`src/rtl/fifo_pkg.sv`:
```
// rtl/fifo_pkg.sv - shared types and helpers for the single- and dual-clock FIFOs
//
// Purpose:
//   Common definitions imported by the FIFO family:
//   - fifo_mode_e    : read-port mode (standard registered read or FWFT)
//   - level_width()  : width of an occupancy counter that holds 0..size
//   - fifo_params_ok : parameter legality check, evaluated at elaboration
// Ports: none (package).

package fifo_pkg;

  typedef enum logic {
    FIFO_STD  = 1'b0,
    FIFO_FWFT = 1'b1
  } fifo_mode_e;

  // Bits needed to represent every level from 0 to size inclusive.
  function automatic int level_width(input int size);
    return $clog2(size + 1);
  endfunction

  // Legal when the entry width is non-zero, there are at least two entries,
  // the mode is 0/1, and both thresholds fall inside the reachable levels.
  function automatic bit fifo_params_ok(
    input int bits,
    input int size,
    input int fwft,
    input int af_th,
    input int ae_th
  );
    return (bits >= 1) &&
           (size >= 2) &&
           ((fwft == 0) || (fwft == 1)) &&
           (af_th >= 1) && (af_th <= size) &&
           (ae_th >= 0) && (ae_th <= size - 1);
  endfunction

endpackage

```
`src/rtl/fifo_ptr.sv`:
```
// rtl/fifo_ptr.sv - wrapping index counter 0..SIZE-1 for FIFO storage
//
// Purpose:
//   Advances by one on each cycle that inc is high and wraps explicitly from
//   SIZE-1 back to 0, so SIZE need not be a power of two.
// Ports:
//   clk   in   clock, rising edge
//   rst_n in   asynchronous active-low reset, pointer returns to 0
//   inc   in   advance the pointer this cycle
//   ptr   out  current index, $clog2(SIZE) bits

module fifo_ptr #(
  parameter int SIZE = 16
) (
  input  logic                    clk,
  input  logic                    rst_n,
  input  logic                    inc,
  output logic [$clog2(SIZE)-1:0] ptr
);

  localparam int PW = $clog2(SIZE);
  localparam logic [PW-1:0] LAST = PW'(SIZE - 1);

  always_ff @(posedge clk or negedge rst_n) begin
    if (!rst_n) begin
      ptr <= '0;
    end else if (inc) begin
      if (ptr == LAST) begin
        ptr <= '0;
      end else begin
        ptr <= ptr + 1'b1;
      end
    end
  end

endmodule

```
`src/rtl/sync_fifo.sv`:
```
// rtl/sync_fifo.sv - single-clock FIFO, any depth, standard or FWFT read port
//
// Purpose:
//   Same-clock buffer between pipeline stages. Occupancy is held in a
//   registered level counter and every status flag is decoded from it, so
//   flags and p_level move on the same edge as the transfer that changed them.
//   Optional error flags are built when SYNC_FIFO_ERR_EN is defined.
// Ports:
//   clk                  in   clock, rising edge
//   rst_n                in   asynchronous active-low reset
//   p_write_en           in   write request
//   p_write_data         in   write data, BITS
//   p_write_full         out  level == SIZE
//   p_write_almost_full  out  level >= ALMOST_FULL_TH
//   p_read_en            in   read request (pop/acknowledge in FWFT mode)
//   p_read_data          out  read data, BITS
//   p_read_empty         out  level == 0
//   p_read_almost_empty  out  level <= ALMOST_EMPTY_TH
//   p_level              out  occupancy 0..SIZE
//   p_err_clr            in   (SYNC_FIFO_ERR_EN) synchronous clear of error flags
//   p_overflow           out  (SYNC_FIFO_ERR_EN) sticky: write attempted while full
//   p_underflow          out  (SYNC_FIFO_ERR_EN) sticky: read attempted while empty

module sync_fifo
  import fifo_pkg::*;
#(
  parameter int BITS            = 32,
  parameter int SIZE            = 16,
  parameter int FWFT            = 0,
  parameter int ALMOST_FULL_TH  = SIZE - 2,
  parameter int ALMOST_EMPTY_TH = 2
) (
  input  logic                      clk,
  input  logic                      rst_n,
  input  logic                      p_write_en,
  input  logic [BITS-1:0]           p_write_data,
  output logic                      p_write_full,
  output logic                      p_write_almost_full,
  input  logic                      p_read_en,
  output logic [BITS-1:0]           p_read_data,
  output logic                      p_read_empty,
  output logic                      p_read_almost_empty,
  output logic [$clog2(SIZE+1)-1:0] p_level
`ifdef SYNC_FIFO_ERR_EN
  ,
  input  logic                      p_err_clr,
  output logic                      p_overflow,
  output logic                      p_underflow
`endif
);

  localparam int LW = level_width(SIZE);
  localparam int PW = $clog2(SIZE);
  localparam fifo_mode_e MODE = (FWFT != 0) ? FIFO_FWFT : FIFO_STD;

  localparam logic [LW-1:0] LVL_FULL = LW'(SIZE);
  localparam logic [LW-1:0] AF_TH    = LW'(ALMOST_FULL_TH);
  localparam logic [LW-1:0] AE_TH    = LW'(ALMOST_EMPTY_TH);

  generate
    if (!fifo_params_ok(BITS, SIZE, FWFT, ALMOST_FULL_TH, ALMOST_EMPTY_TH)) begin : g_bad_params
      $error("sync_fifo: illegal parameter combination");
    end
  endgenerate

  logic [BITS-1:0] mem [SIZE];
  logic [PW-1:0]   wr_ptr;
  logic [PW-1:0]   rd_ptr;
  logic [LW-1:0]   level;
  logic            full;
  logic            empty;
  logic            wr_acc;
  logic            rd_acc;

  // Flags come from the pre-edge level, so a full FIFO never accepts a
  // write even if a read is accepted in the same cycle, and vice versa.
  assign full   = (level == LVL_FULL);
  assign empty  = (level == '0);
  assign wr_acc = p_write_en && !full;
  assign rd_acc = p_read_en && !empty;

  fifo_ptr #(
    .SIZE (SIZE)
  ) u_wr_ptr (
    .clk   (clk),
    .rst_n (rst_n),
    .inc   (wr_acc),
    .ptr   (wr_ptr)
  );

  fifo_ptr #(
    .SIZE (SIZE)
  ) u_rd_ptr (
    .clk   (clk),
    .rst_n (rst_n),
    .inc   (rd_acc),
    .ptr   (rd_ptr)
  );

  // Storage is deliberately left out of reset; level gates every use of it.
  always_ff @(posedge clk) begin
    if (wr_acc) begin
      mem[wr_ptr] <= p_write_data;
    end
  end

  always_ff @(posedge clk or negedge rst_n) begin
    if (!rst_n) begin
      level <= '0;
    end else begin
      unique case ({wr_acc, rd_acc})
        2'b10:   level <= level + 1'b1;
        2'b01:   level <= level - 1'b1;
        default: level <= level;
      endcase
    end
  end

  assign p_level             = level;
  assign p_write_full        = full;
  assign p_read_empty        = empty;
  assign p_write_almost_full = (level >= AF_TH);
  assign p_read_almost_empty = (level <= AE_TH);

  generate
    if (MODE == FIFO_FWFT) begin : g_fwft
      // Head entry is presented directly; zero while empty so stale or
      // never-written storage is not exposed.
      assign p_read_data = empty ? '0 : mem[rd_ptr];
    end else begin : g_std
      logic [BITS-1:0] rd_q;

      always_ff @(posedge clk or negedge rst_n) begin
        if (!rst_n) begin
          rd_q <= '0;
        end else if (rd_acc) begin
          rd_q <= mem[rd_ptr];
        end
      end

      assign p_read_data = rd_q;
    end
  endgenerate

`ifdef SYNC_FIFO_ERR_EN
  // Set wins over clear so an illegal request in the clearing cycle is
  // not lost.
  always_ff @(posedge clk or negedge rst_n) begin
    if (!rst_n) begin
      p_overflow  <= 1'b0;
      p_underflow <= 1'b0;
    end else begin
      if (p_write_en && full) begin
        p_overflow <= 1'b1;
      end else if (p_err_clr) begin
        p_overflow <= 1'b0;
      end

      if (p_read_en && empty) begin
        p_underflow <= 1'b1;
      end else if (p_err_clr) begin
        p_underflow <= 1'b0;
      end
    end
  end
`endif

endmodule

```
`config.mk`:
```
export PLATFORM = sky130hd
export DESIGN_NAME = sync_fifo
export DESIGN_NICKNAME = d
export VERILOG_FILES = /design/src/rtl/fifo_pkg.sv /design/src/rtl/fifo_ptr.sv /design/src/rtl/sync_fifo.sv
export SDC_FILE = /design/constraint.sdc
export NUM_CORES = 1
export LEC_CHECK = 0
export CORE_MARGIN = 2
export CORE_UTILIZATION = 50
export DETAILED_ROUTE_END_ITERATION = 16
export GPL_ROUTABILITY_DRIVEN = 0
export PLACE_DENSITY = 0.78
export SLEW_MARGIN = 0
export SYNTH_ARGS = -nofsm -noshare
export SYNTH_HDL_FRONTEND = slang
export SYNTH_SLANG_ARGS = --single-unit
```
`constraint.sdc`:
```
create_clock -name clk -period 4.8 [get_ports clk]
set_clock_uncertainty 0.05 [all_clocks]
set_input_delay 0.48 -clock clk [delete_from_list [all_inputs] [get_ports clk]]
set_output_delay 0.48 -clock clk [all_outputs]
set_load 0.05 [all_outputs]
```
==> results.py, run 1 <==
metrics = {
    "timing": {
        "timing.fmax_mhz": 322,
        "fin_setup_tns_ns": 0,
        "tightest_slew_ns": 1.25,
        "hold_slack_ns": 0.0312,
        "relSlewSlack": 0.163,
        "finalCriticalPeriod_ns": 3.11,
        "finalSetupViolCount": 0,
        "fin_ws_ns": 1.69,
        "period_share": 0.648,
        "report.final.slew_viol_count": 0,
        "hold_viol": 0,
        "rsz0062_at_grt": "no",
    },
    "logic_synthesis": {
        "synth-edff-count": 512,
        "synthCells": 958,
        "syn_nets": 1004,
        "yosys-top-cells-count": "edfxtp_1, mux4_2, o22ai_1, dfrtp_1, a21oi_1",
        "synth.distinct_cells": 36,
        "ys_warn_count": 0,
        "synth_top_area_cell": "edfxtp_1",
        "syn_area_per_cell_um2": 22.2,
        "syn-cell-area_mm2": 0.0213,
        "synth.most_common_cell": "edfxtp_1",
        "synth_area_leaders": "edfxtp_1, mux4_2, dfrtp_1",
        "synth_flop_cell": "edfxtp_1",
        "yosys.area.top_type_share": 0.723,
        "ys_seq_area_frac": 0.776,
        "ys_seq_elements": 557,
        "async_flop_share": 0.0808,
    },
    "floorplanning": {
        "die_w_um": 210,
        "ios": 77,
        "start_util": 0.507,
        "die_area_mm2": 0.0442,
        "core_area_mm2": 0.0419,
        "die_y_um": 210,
        "rows": 75,
    },
    "final_layout": {
        "nFillCells": 2880,
        "final_util": 0.579,
        "area_growth_pct": 14.3,
        "drive_gt1_frac": 0.262,
        "finish.instance_area_mm2": 0.0243,
        "instances_no_fill": 1634,
        "fin_nets": 1097,
        "diodes": 0,
    },
    "worst_setup_path": {
        "cp_top_family": "simple AND/OR/NAND/NOR gates",
        "critPathBufInv": 2,
        "worstPathRequired_ns": 5.20,
        "path_max_fanout": 11,
        "critPathKind": "reg -> reg",
        "critPathLaunchType": "flip-flop",
        "cp.arrival_ns": 3.51,
        "crit_top_cell": "inv_1",
        "worstSetupEndpointType": "flip-flop",
        "path_cells": "nor4_1 -> nand2_1 -> and2_1 -> inv_1 -> ha_1 -> inv_1 -> fa_1 -> nor2b_1 -> o21ai_0 -> nand3_1 -> or3b_2 -> xnor2_1",
        "slowest_stage": "dfrtp_1",
        "crit_path_max_incr_delay_ns": 0.47,
    },
    "clock_tree": {
        "tritoncts": "done",
        "root_buffer": "clkbuf_16",
        "post_cts_buffers": 0,
        "clk_latency_ns": 0.57,
        "ctsHoldBuffers": 0,
        "cts.sinks": 557,
        "cts-htree-levels": 2,
        "cts_buffers": 52,
        "clkTransAtPathRegs_ns": 0.06,
        "cts_resized": 0,
        "cts_max_path_buffers": 3,
    },
    "job": {
        "maxCapViolations": 0,
    },
    "placed_design": {
        "placed_area_mm2": 0.0227,
        "dp_slack_ns": 1.61,
        "dp_hpwl_mm": 22.5,
        "numPlacedInstances": 1536,
        "numPortBuffers": 76,
    },
    "global_route": {
        "antenna_found_initial": 0,
        "grt_pass1_vias": 10700,
        "gr-total-overflow": 0,
        "grt_max_degree": 70,
        "grt.total_usage": 0.198,
        "grt_pass1_wl_mm": 65.0,
    },
    "pwr": {
        "p_leak_nw": 7.69,
        "p_total_mw": 14.7,
        "p_per_area_mw_per_mm2": 604,
        "vdd_ir_drop_max_uv": 335,
    },
    "drt": {
        "wl_per_cell_um": 26.0,
        "drt-initial-drc-count": 903,
        "vias": 9942,
        "routed_wl_mm": 42.4,
        "drtAntennaViolNets": 0,
        "viasPerCell": 6.08,
        "dr.pass1.iters": 6,
        "drc": 0,
    },
    "hold_path": {
        "min_path_type": "in -> async",
    },
    "run_status": {
        "status": "finished, final reports clean",
    },
}
## cell families (layout without fill, tap and decap cells)
| kind of cell | count (synthesis) | count (layout) | share of synthesized area |
|---|---|---|---|
| xor+xnor | 6 | 6 | 0.00247 |
| compound gates | 114 | 114 | 0.0344 |
| mux | 162 | 162 | 0.154 |
| flops | 557 | 557 | 0.776 |
| fa+ha+maj | 10 | 10 | 0.00624 |
| buf+inv | 65 | 202 | 0.0168 |
| simple gates | 44 | 44 | 0.0100 |
## placed cells by master, fill, tap and decap left out, types with 3 or more instances in the layout
cell | netlist | routed
buf_12 | 0 | 3
a21oi_1 | 36 | 36
nor3_2 | 0 | 4
clkdlybuf4s50_1 | 0 | 75
dfrtp_1 | 45 | 42
clkbuf_16 | 0 | 53
clkbuf_1 | 21 | 10
bufinv_16 | 0 | 4
mux2_2 | 34 | 34
nand2_1 | 11 | 11
edfxtp_1 | 512 | 512
nor2_4 | 0 | 12
inv_6 | 0 | 3
o22ai_2 | 10 | 10
o22ai_1 | 54 | 54
clkinv_1 | 0 | 19
buf_4 | 1 | 17
mux4_2 | 128 | 128
nand3_1 | 4 | 4
xnor2_1 | 4 | 4
o21ai_0 | 8 | 8
inv_1 | 8 | 8
clkinv_2 | 0 | 8
ha_1 | 9 | 9
## power by group
group	switching, mW	internal, mW
combinational	2.38	1.96
sequential	0.490	5.92
clock	1.69	2.24
## worst paths after layout
check                                   to  cells after the start        from  slack (ns)
setup / recovery                p_level[4]                     12  p_level[1]        1.69
hold / removal             p_read_data[14]                      2       rst_n        0.03
max in group asynchronous  u_rd_ptr.ptr[0]                      2       rst_n        4.08
hold reg to reg                 p_level[4]                      1  p_level[4]        0.49
setup reg to reg                p_level[4]                     12  p_level[1]        1.69
min in group clk                p_level[4]                      1  p_level[4]        0.49
## routing by layer
| metal | vias to the layer above | GRT usage | wire length (um) |
|---|---|---|---|
| met3 | 83 | 0.0352 | 2640 |
| met5 | - | 0 | 0 |
| met2 | 356 | 0.327 | 21300 |
| met1 | 5292 | 0.269 | 17400 |
| met4 | 0 | 0.0655 | 1070 |
| li1 | 4211 | - | - |
## cell type report
class / count / area (um^2) / area share
Sequential cell: 557 / 16500 / 0.680
Multi-Input combinational cell: 336 / 4510 / 0.186
Clock buffer: 63 / 1360 / 0.0561
Timing Repair Buffer: 96 / 943 / 0.0388
Tap cell: 539 / 674 / 0.0278
Clock inverter: 35 / 267 / 0.0110
Inverter: 8 / 30.0 / 0.00124
## sequential cells by signal (all words and copies together) (netlist names)
| signal | count |
|---|---|
| u_rd_ptr.ptr | 4 |
| p_read_data | 32 |
| mem | 512 |
| u_wr_ptr.ptr | 4 |
| p_level | 5 |
No activity file was read; power rests on OpenSTA's default activity.
==> run 2, diff against run 1 <==
==> constraint.sdc (replaced) <==
create_clock -name clk -period 3.2 [get_ports clk]
set_clock_uncertainty 0.05 [all_clocks]
set_input_delay 0.32 -clock clk [delete_from_list [all_inputs] [get_ports clk]]
set_output_delay 0.32 -clock clk [all_outputs]
set_load 0.05 [all_outputs]
==> results.py, run 2 (synthesized netlist as in run 1, its figures left out) <==
metrics = {
    "run_status": {
        "status": "finished, final reports clean",
    },
    "clock_tree": {
        "root_buffer": "clkbuf_16",
        "tritoncts": "done",
        "cts.sinks": 557,
        "cts_resized": 0,
        "cts_max_path_buffers": 3,
        "clkTransAtPathRegs_ns": 0.06,
        "cts_buffers": 54,
        "post_cts_buffers": 0,
        "ctsHoldBuffers": 1,
        "clk_latency_ns": 0.60,
        "cts-htree-levels": 2,
    },
    "hold_path": {
        "min_path_type": "in -> async",
    },
    "placed_design": {
        "dp_hpwl_mm": 24.4,
        "dp_slack_ns": 0.282,
        "placed_area_mm2": 0.0230,
        "numPortBuffers": 76,
    },
    "final_layout": {
        "layout_commonest_cell": "edfxtp_1",
        "regMostFlops": "mem",
        "area_growth_pct": 16.2,
        "nFillCells": 2851,
        "most-common-layout-cells": "edfxtp_1, mux4_2, clkdlybuf4s50_1, clkbuf_16, o22ai_1",
        "fin_nets": 1122,
        "final_util": 0.589,
        "largest_reg_flops": 512,
        "finish.instance_area_mm2": 0.0247,
        "drive_gt1_frac": 0.285,
    },
    "worst_setup_path": {
        "worstSetupEndpointType": "flip-flop",
        "critPathLaunchType": "flip-flop",
        "r2r_end": "p_level[4]",
        "rr_startpoint": "p_level[1]",
        "r2r_cells": 12,
        "worstPathRequired_ns": 3.62,
        "critPathKind": "reg -> reg",
        "r2r_slack_ns": 0.27,
        "cp.arrival_ns": 3.35,
        "path_max_fanout": 9,
    },
    "timing": {
        "tightest_slew_ns": 1.04,
        "fin_setup_tns_ns": 0,
        "period_share": 0.916,
        "report.final.slew_viol_count": 0,
        "finalCriticalPeriod_ns": 2.93,
        "hold_viol": 0,
        "relSlewSlack": 0.309,
        "rsz0062_at_grt": "no",
        "timing.fmax_mhz": 341,
        "fin_ws_ns": 0.268,
        "finalSetupViolCount": 0,
    },
    "global_route": {
        "grt.total_usage": 0.208,
        "antenna_found_initial": 3,
        "gr-total-overflow": 0,
        "grt_max_degree": 70,
        "grt_pass1_wl_mm": 66.8,
        "grt_pass1_vias": 10600,
    },
    "pwr": {
        "p_total_mw": 22.3,
        "vdd_ir_drop_max_uv": 632,
        "p_per_area_mw_per_mm2": 903,
        "p_leak_nw": 7.86,
    },
    "drt": {
        "drc": 0,
        "drtAntennaViolNets": 0,
        "drt-initial-drc-count": 1073,
        "viasPerCell": 6.10,
        "vias": 10100,
        "routed_wl_mm": 44.8,
        "dr.pass1.iters": 7,
        "wl_per_cell_um": 27.0,
    },
    "floorplanning": {
        "start_util": 0.507,
        "core_area_mm2": 0.0419,
        "rows": 75,
        "die_area_mm2": 0.0442,
        "ios": 77,
        "die_y_um": 210,
        "die_w_um": 210,
    },
    "job": {
        "maxCapViolations": 0,
    },
}
[run 2: cell count changes in the layout (fill, tap and decap cells not counted), moves of 4 or more]
cell / delta
nor3_4: +4
clkbuf_1: +10
buf_12: +11
buf_4: +11
dfrtp_1: -4
dfrtp_2: +4
nor3_2: -4
clkinv_1: -10
[run 2: through the flow]
stage	hold slack [ns]	cells
2_1_floorplan	-0.0256	958
3_3_place_gp	0.431	1558
3_5_place_dp	0.433	1558
4_1_cts	0.360	1661
5_1_grt	0.421	1662
6_report	0.339	1662
[run 2: how the worst max path moves through the flow]
stage / startpoint / endpoint / cells after the start
after global routing: p_level[1] / p_level[4] / 12
after detailed placement: p_level[1] / p_level[4] / 12
final: p_level[1] / p_level[4] / 12
after CTS: p_level[1] / p_level[4] / 12
after global placement: p_level[1] / p_level[4] / 12
after floorplan: p_level[1] / mem[12][0] / 6
[run 2: area by class of cell]
class / instances / area [um^2] / area share
flip-flops and latches: 557 / 16500 / 0.669
well taps: 539 / 674 / 0.0273
clock buffers: 78 / 1490 / 0.0604
inverters: 8 / 30.0 / 0.00122
multi-input cells: 336 / 4550 / 0.184
repair buffers: 119 / 1260 / 0.0509
clock inverters: 24 / 180 / 0.00729
diodes: 1 / 2.50 / 0.000101
[run 2: per-layer routing]
layer / track usage / vias to the layer above / wire length, um
li1: - / 4273 / -
met1: 0.279 / 5353 / 17500
met2: 0.343 / 412 / 22600
met3: 0.0416 / 100 / 3290
met4: 0.0746 / 4 / 1370
met5: 0 / - / 25
[run 2: where the power goes]
part | leakage [nW] | internal [mW] | switching, mW
combinational | 1.92 | 3.08 | 3.69
sequential | 5.12 | 8.88 | 0.649
clock | 0.819 | 3.41 | 2.59
total | 7.86 | 15.4 | 6.94
[run 2: critical path: stages (launching register included)]
cell and delay (ns):
dfrtp_1 0.48, nor4_1 0.30, nand2_1 0.10, and2_1 0.19, inv_1 0.06, ha_2 0.23, inv_1 0.10, fa_1 0.41
nor2b_1 0.13, o21ai_1 0.09, nand3_1 0.09, or3b_2 0.45, xnor2_1 0.14
==> run 3, diff against run 2 <==
--- a/config.mk
+++ b/config.mk
@@ -9,7 +9,7 @@
 export CORE_UTILIZATION = 50
 export DETAILED_ROUTE_END_ITERATION = 16
 export GPL_ROUTABILITY_DRIVEN = 0
-export PLACE_DENSITY = 0.78
+export PLACE_DENSITY = 0.68
 export SLEW_MARGIN = 0
 export SYNTH_ARGS = -nofsm -noshare
 export SYNTH_HDL_FRONTEND = slang
==> constraint.sdc (replaced) <==
create_clock -name clk -period 2.8 [get_ports clk]
set_clock_uncertainty 0.05 [all_clocks]
set_input_delay 0.28 -clock clk [delete_from_list [all_inputs] [get_ports clk]]
set_output_delay 0.28 -clock clk [all_outputs]
set_load 0.05 [all_outputs]
==> results.py, run 3 (synthesized netlist as in run 1, its figures left out) <==
metrics = {
    "worst_setup_path": {
        "path_max_fanout": 5,
        "critPathLaunchType": "flip-flop",
        "worstPathRequired_ns": 3.24,
        "r2r_slack_ns": 0.12,
        "cp-startpoint": "p_level[2]",
        "cp.arrival_ns": 3.12,
        "rr_startpoint": "p_level[2]",
        "r2r_cells": 9,
        "crit_path_max_incr_delay_ns": 0.43,
        "critPathBufInv": 0,
        "crit_top_cell": "ha_4",
        "cp.depth": 9,
        "r2r_end": "p_level[4]",
        "path_cells": "or3_4 -> o31a_2 -> ha_4 -> ha_4 -> nor2b_1 -> o21ai_1 -> a21oi_1 -> or3b_4 -> xnor2_1",
        "cp_top_family": "simple AND/OR/NAND/NOR gates",
        "cp-endpoint": "p_level[4]",
        "slowest_stage": "dfrtp_2",
        "critPathKind": "reg -> reg",
        "worstSetupEndpointType": "flip-flop",
    },
    "clock_tree": {
        "post_cts_buffers": 0,
        "tritoncts": "done",
        "cts.sinks": 557,
        "clkTransAtPathRegs_ns": 0.06,
        "cts-htree-levels": 2,
        "clk_latency_ns": 0.61,
        "root_buffer": "clkbuf_16",
        "cts_buffers": 56,
        "cts_max_path_buffers": 3,
    },
    "global_route": {
        "grt.total_usage": 0.210,
        "grt_max_degree": 70,
        "antenna_found_initial": 0,
        "grt_pass1_vias": 10600,
        "gr-total-overflow": 0,
        "grt_pass1_wl_mm": 67.0,
    },
    "drt": {
        "top_layer": "met4",
        "met2_wirelength_mm": 22.8,
        "drtAntennaViolNets": 0,
        "routed-wl-met3_mm": 2.76,
        "viasPerCell": 5.95,
        "dr.pass1.iters": 5,
        "drc": 0,
        "drt-initial-drc-count": 973,
        "wl_per_cell_um": 26.7,
        "met1_length_mm": 18.3,
        "vias": 9974,
        "routed_wl_mm": 44.7,
    },
    "placed_design": {
        "numPlacedInstances": 1569,
        "dp_hpwl_mm": 24.2,
        "dp_slack_ns": 0.126,
        "numPortBuffers": 76,
    },
    "timing": {
        "hold_slack_ns": 0.336,
        "period_share": 0.958,
        "rsz0062_at_grt": "no",
        "tightest_slew_ns": 0.854,
        "report.final.slew_viol_count": 0,
        "finalCriticalPeriod_ns": 2.68,
        "hold_viol": 0,
        "fin_ws_ns": 0.116,
        "relSlewSlack": 0.431,
        "finalSetupViolCount": 0,
        "timing.fmax_mhz": 373,
    },
    "run_status": {
        "status": "finished, final reports clean",
    },
    "floorplanning": {
        "ios": 77,
        "core_area_mm2": 0.0419,
        "start_util": 0.507,
        "die_area_mm2": 0.0442,
        "rows": 75,
        "die_w_um": 210,
        "die_y_um": 210,
    },
    "final_layout": {
        "multi_input_area_mm2": 0.00457,
        "area_growth_pct": 17.7,
        "nFillCells": 2911,
        "diodes": 0,
        "instances_no_fill": 1675,
        "fin_nets": 1135,
        "most-common-layout-cells": "edfxtp_1, mux4_2, clkdlybuf4s50_1, clkbuf_16, o22ai_1",
        "drive_gt1_frac": 0.304,
        "regArea_mm2": 0.0165,
        "layout_commonest_cell": "edfxtp_1",
        "regMostFlops": "mem",
        "largest_reg_flops": 512,
    },
    "pwr": {
        "p_leak_nw": 8.04,
        "p_per_area_mw_per_mm2": 1040,
        "vdd_ir_drop_max_uv": 706,
        "p_total_mw": 26.1,
    },
    "hold_path": {
        "min_path_type": "in -> async",
    },
    "job": {
        "maxCapViolations": 0,
    },
}
==> run 3: cell types whose count changed in the layout (fill, tap and decap cells not counted), sizes merged, moves of 2 or more <==
cell	previous run	this run
bufinv	2	5
clkinv	19	23
dlymetal6s2s	0	2
clkdlybuf4s50	75	73
buf	43	54
clkbuf	78	72
==> run 3: final cells by class <==
type,instances,share of cell area
sequential,557,0.660
multi-input combinational,336,0.183
clock buffer,72,0.0592
timing repair buffer,130,0.0567
tap,539,0.0270
clock inverter,33,0.0131
inverter,8,0.00120
==> run 3: layer usage <==
layer,vias to the layer above,global-route usage
li1,4288,-
met1,5316,0.282
met2,304,0.350
met3,66,0.0434
met4,0,0.0609
met5,-,0
==> run 3: repair_timing <==
action,4_1_cts,5_1_grt
resized for setup,0,2
endpoints found under the setup margin,0,2
hold buffers,1,0
endpoints found under the hold margin,45,0
==> run 3: worst min-delay path by stage <==
stage	end	start	slack (ns)
finish	p_level[1]	rst_n	0.34
floorplan	p_level[0]	rst_n	-0.07
global placement	p_level[4]	p_level[4]	0.45
detailed placement	p_level[4]	p_level[4]	0.45
global route	p_level[4]	rst_n	0.39
CTS	p_level[1]	rst_n	0.34
==> run 3: per-stage QoR <==
step           setup TNS [ns]  utilization  area, um^2
6_report                    0        0.596       25000
5_1_grt                     0        0.596       25000
4_1_cts                     0        0.596       25000
3_5_place_dp                0        0.553       23200
3_3_place_gp                0        0.553       23200
2_1_floorplan          -24.01            -       21400
==> run 3: power breakdown <==
part | total (mW) | leakage [nW] | internal [mW] | switching [mW]
registers | 10.6 | 5.12 | 10.1 | 0.496
logic | 8.10 | 2.03 | 3.63 | 4.47
clock network | 7.31 | 0.888 | 4.22 | 3.09
==> run 3: worst reg2reg max path, stage by stage, from the launching register on <==
cell and delay, ns:
dfrtp_2 0.43, or3_4 0.40, o31a_2 0.39, ha_4 0.20
ha_4 0.22, nor2b_1 0.12, o21ai_1 0.17, a21oi_1 0.09
or3b_4 0.37, xnor2_1 0.13
==> RTL edit (settings of run 1) <==
`SIZE` is set to 16 in 2 places; all go to 32.
--- a/src/rtl/fifo_ptr.sv
+++ b/src/rtl/fifo_ptr.sv
@@ -10,7 +10,7 @@
 //   ptr   out  current index, $clog2(SIZE) bits
 
 module fifo_ptr #(
-  parameter int SIZE = 16
+  parameter int SIZE = 32
 ) (
   input  logic                    clk,
   input  logic                    rst_n,
--- a/src/rtl/sync_fifo.sv
+++ b/src/rtl/sync_fifo.sv
@@ -25,7 +25,7 @@
   import fifo_pkg::*;
 #(
   parameter int BITS            = 32,
-  parameter int SIZE            = 16,
+  parameter int SIZE            = 32,
   parameter int FWFT            = 0,
   parameter int ALMOST_FULL_TH  = SIZE - 2,
   parameter int ALMOST_EMPTY_TH = 2
Ports: changed (resized p_level); port bits go from 77 to 78. The function was not compared with the original's and may differ.
==> RTL edit against run 1 <==
Routed wire length is 140% higher; worst setup slack got worse by 0.59 ns; total power is 81% higher; synthesized cell count grew 110%; design area grew 92%; synthesized area grew 94%; sequential cell count rose by 515; combinational power increased by 55%; largest power group unchanged; highest routed layer is now met5.
==> RTL edit: results (changes against run 1) <==
status=completed (unchanged); via density per instance=6.39 (was 6.08); CP arrival=4.23 ns (was 3.51 ns); Crit. Startpoint=u_rd_ptr.ptr[1] (was p_level[1]); layout cells sized above 1=24.9% (was 26.2%); detailed placement HPWL=59700 µm (was 22500 µm); cells on worst reg2reg path=5 (was 12); complex-gate fraction of the synthesized area=4.77% (was 3.44%); Clk Latency, worst-skew pair=0.66 ns (was 0.57 ns); CP peak stage delay=1.13 ns (was 0.47 ns); top cells by area, synth=edfxtp_1 75%, mux4_2 11%, dfrtp_1 2.9%, mux2_2 1.8%, a22oi_1 1.2% (was edfxtp_1 72%, mux4_2 14%, dfrtp_1 5.3%, mux2_2 1.8%, o22ai_1 1.6%); starting DRC count in detailed routing=3088 (was 903); relative slew slack=13.0% (was 16.3%); Post-synth ARST share=4.48% (was 8.08%); syn_nets=2025 (was 1004); Slowest cell on crit path=a2111oi_0 (was dfrtp_1); Synth cell types=51 (was 36); Seq/Total Area, Yosys=77.7% (was 77.6%); Max VDD drop=0.000350 V (was 0.000335 V); vias in the first global route=21.0k (was 10.7k); largest net degree at the start of global routing=113 (was 70); number of flops mapped to enable cells by yosys=1024 (was 512); Largest register FFs=1024 (was 512); worst setup path endpoint=p_read_data[27] (was p_level[4]); Pre-antenna DRT Iters=7 (was 6); first-pass GRT wire length=148000 µm (was 65000 µm); Final WS setup=1.10 ns (was 1.69 ns); worst slack at placement=1.20 ns (was 1.61 ns); GRT Total Usage=24.5% (was 19.8%); xor/xnor share of the synthesized area=0.0852% (was 0.247%); cts bufs inserted=104 (was 52); CP Max Fanout=46 (was 11)
==> RTL edit: final cells by class <==
cell class	count	area (µm²)
fillers	5714	35100
clock buffers	132	2800
clock inverters	62	672
flip-flops and latches	1072	32000
multi-input cells	778	8750
inverters	10	40.0
diodes	2	5.00
well taps	1070	1340
repair buffers	127	1060
==> RTL edit: logic make-up after synthesis <==
family                     count (synthesis)
DFF                                     1072
buffers and inverters                    126
muxes                                    290
xor gates and xnor gates                   4
and+or+nand+nor                          192
AOI/OAI and AO/OA                        279
adders and majority gates                 13
==> RTL edit: worst max-delay path, delay by kind of cell, from the launching register on <==
kind	cells	cell delay [ns]
AOI/OAI and AO/OA	4	1.78
DFF	1	0.76
and+or+nand+nor	1	1.01
==> RTL edit: what timing repair did <==
| action | in CTS | in global routing |
|---|---|---|
| setup buffers | 0 | 0 |
| hold buffers | 1 | 0 |
| hold endpoints to repair | 48 | 0 |
==> RTL edit: per-layer routing <==
metal	wire, µm	global-route usage, %	vias to the layer above	share of wire (%)
met1	35800	30.8	10896	35
li1	-	-	8444	-
met3	9640	4.73	211	9.3
met2	53400	42.0	1247	52
met4	4480	9.81	2	4.3
met5	13	0	-	0.013
==> RTL edit: per-stage QoR <==
step / area, µm² / std cells / hold slack (ns)
CTS: 46600 / 3251 / 0.363
floorplan: 41100 / 1976 / 0.134
detailed placement: 43100 / 3056 / 0.436
global placement: 43100 / 3056 / 0.430
global route: 46600 / 3251 / 0.386
finish: 46600 / 3253 / 0.391
==> RTL edit: how the worst min path moves through the flow <==
| stage | start | endpoint | slack [ns] |
|---|---|---|---|
| global placement | p_read_data[28] | p_read_data[28] | 0.43 |
| detailed placement | p_read_data[12] | p_read_data[12] | 0.44 |
| global route | p_write_data[22] | mem[13][22] | 0.39 |
| finish | p_write_data[23] | mem[13][23] | 0.39 |
| CTS | p_write_data[22] | mem[13][22] | 0.36 |
| floorplan | rst_n | p_level[0] | 0.13 |
==> RTL edit: report_power, final <==
group	internal (mW)	switching (mW)
sequential	10.9	0.612
combinational	2.57	4.13
clock	4.83	3.43
total	18.3	8.17
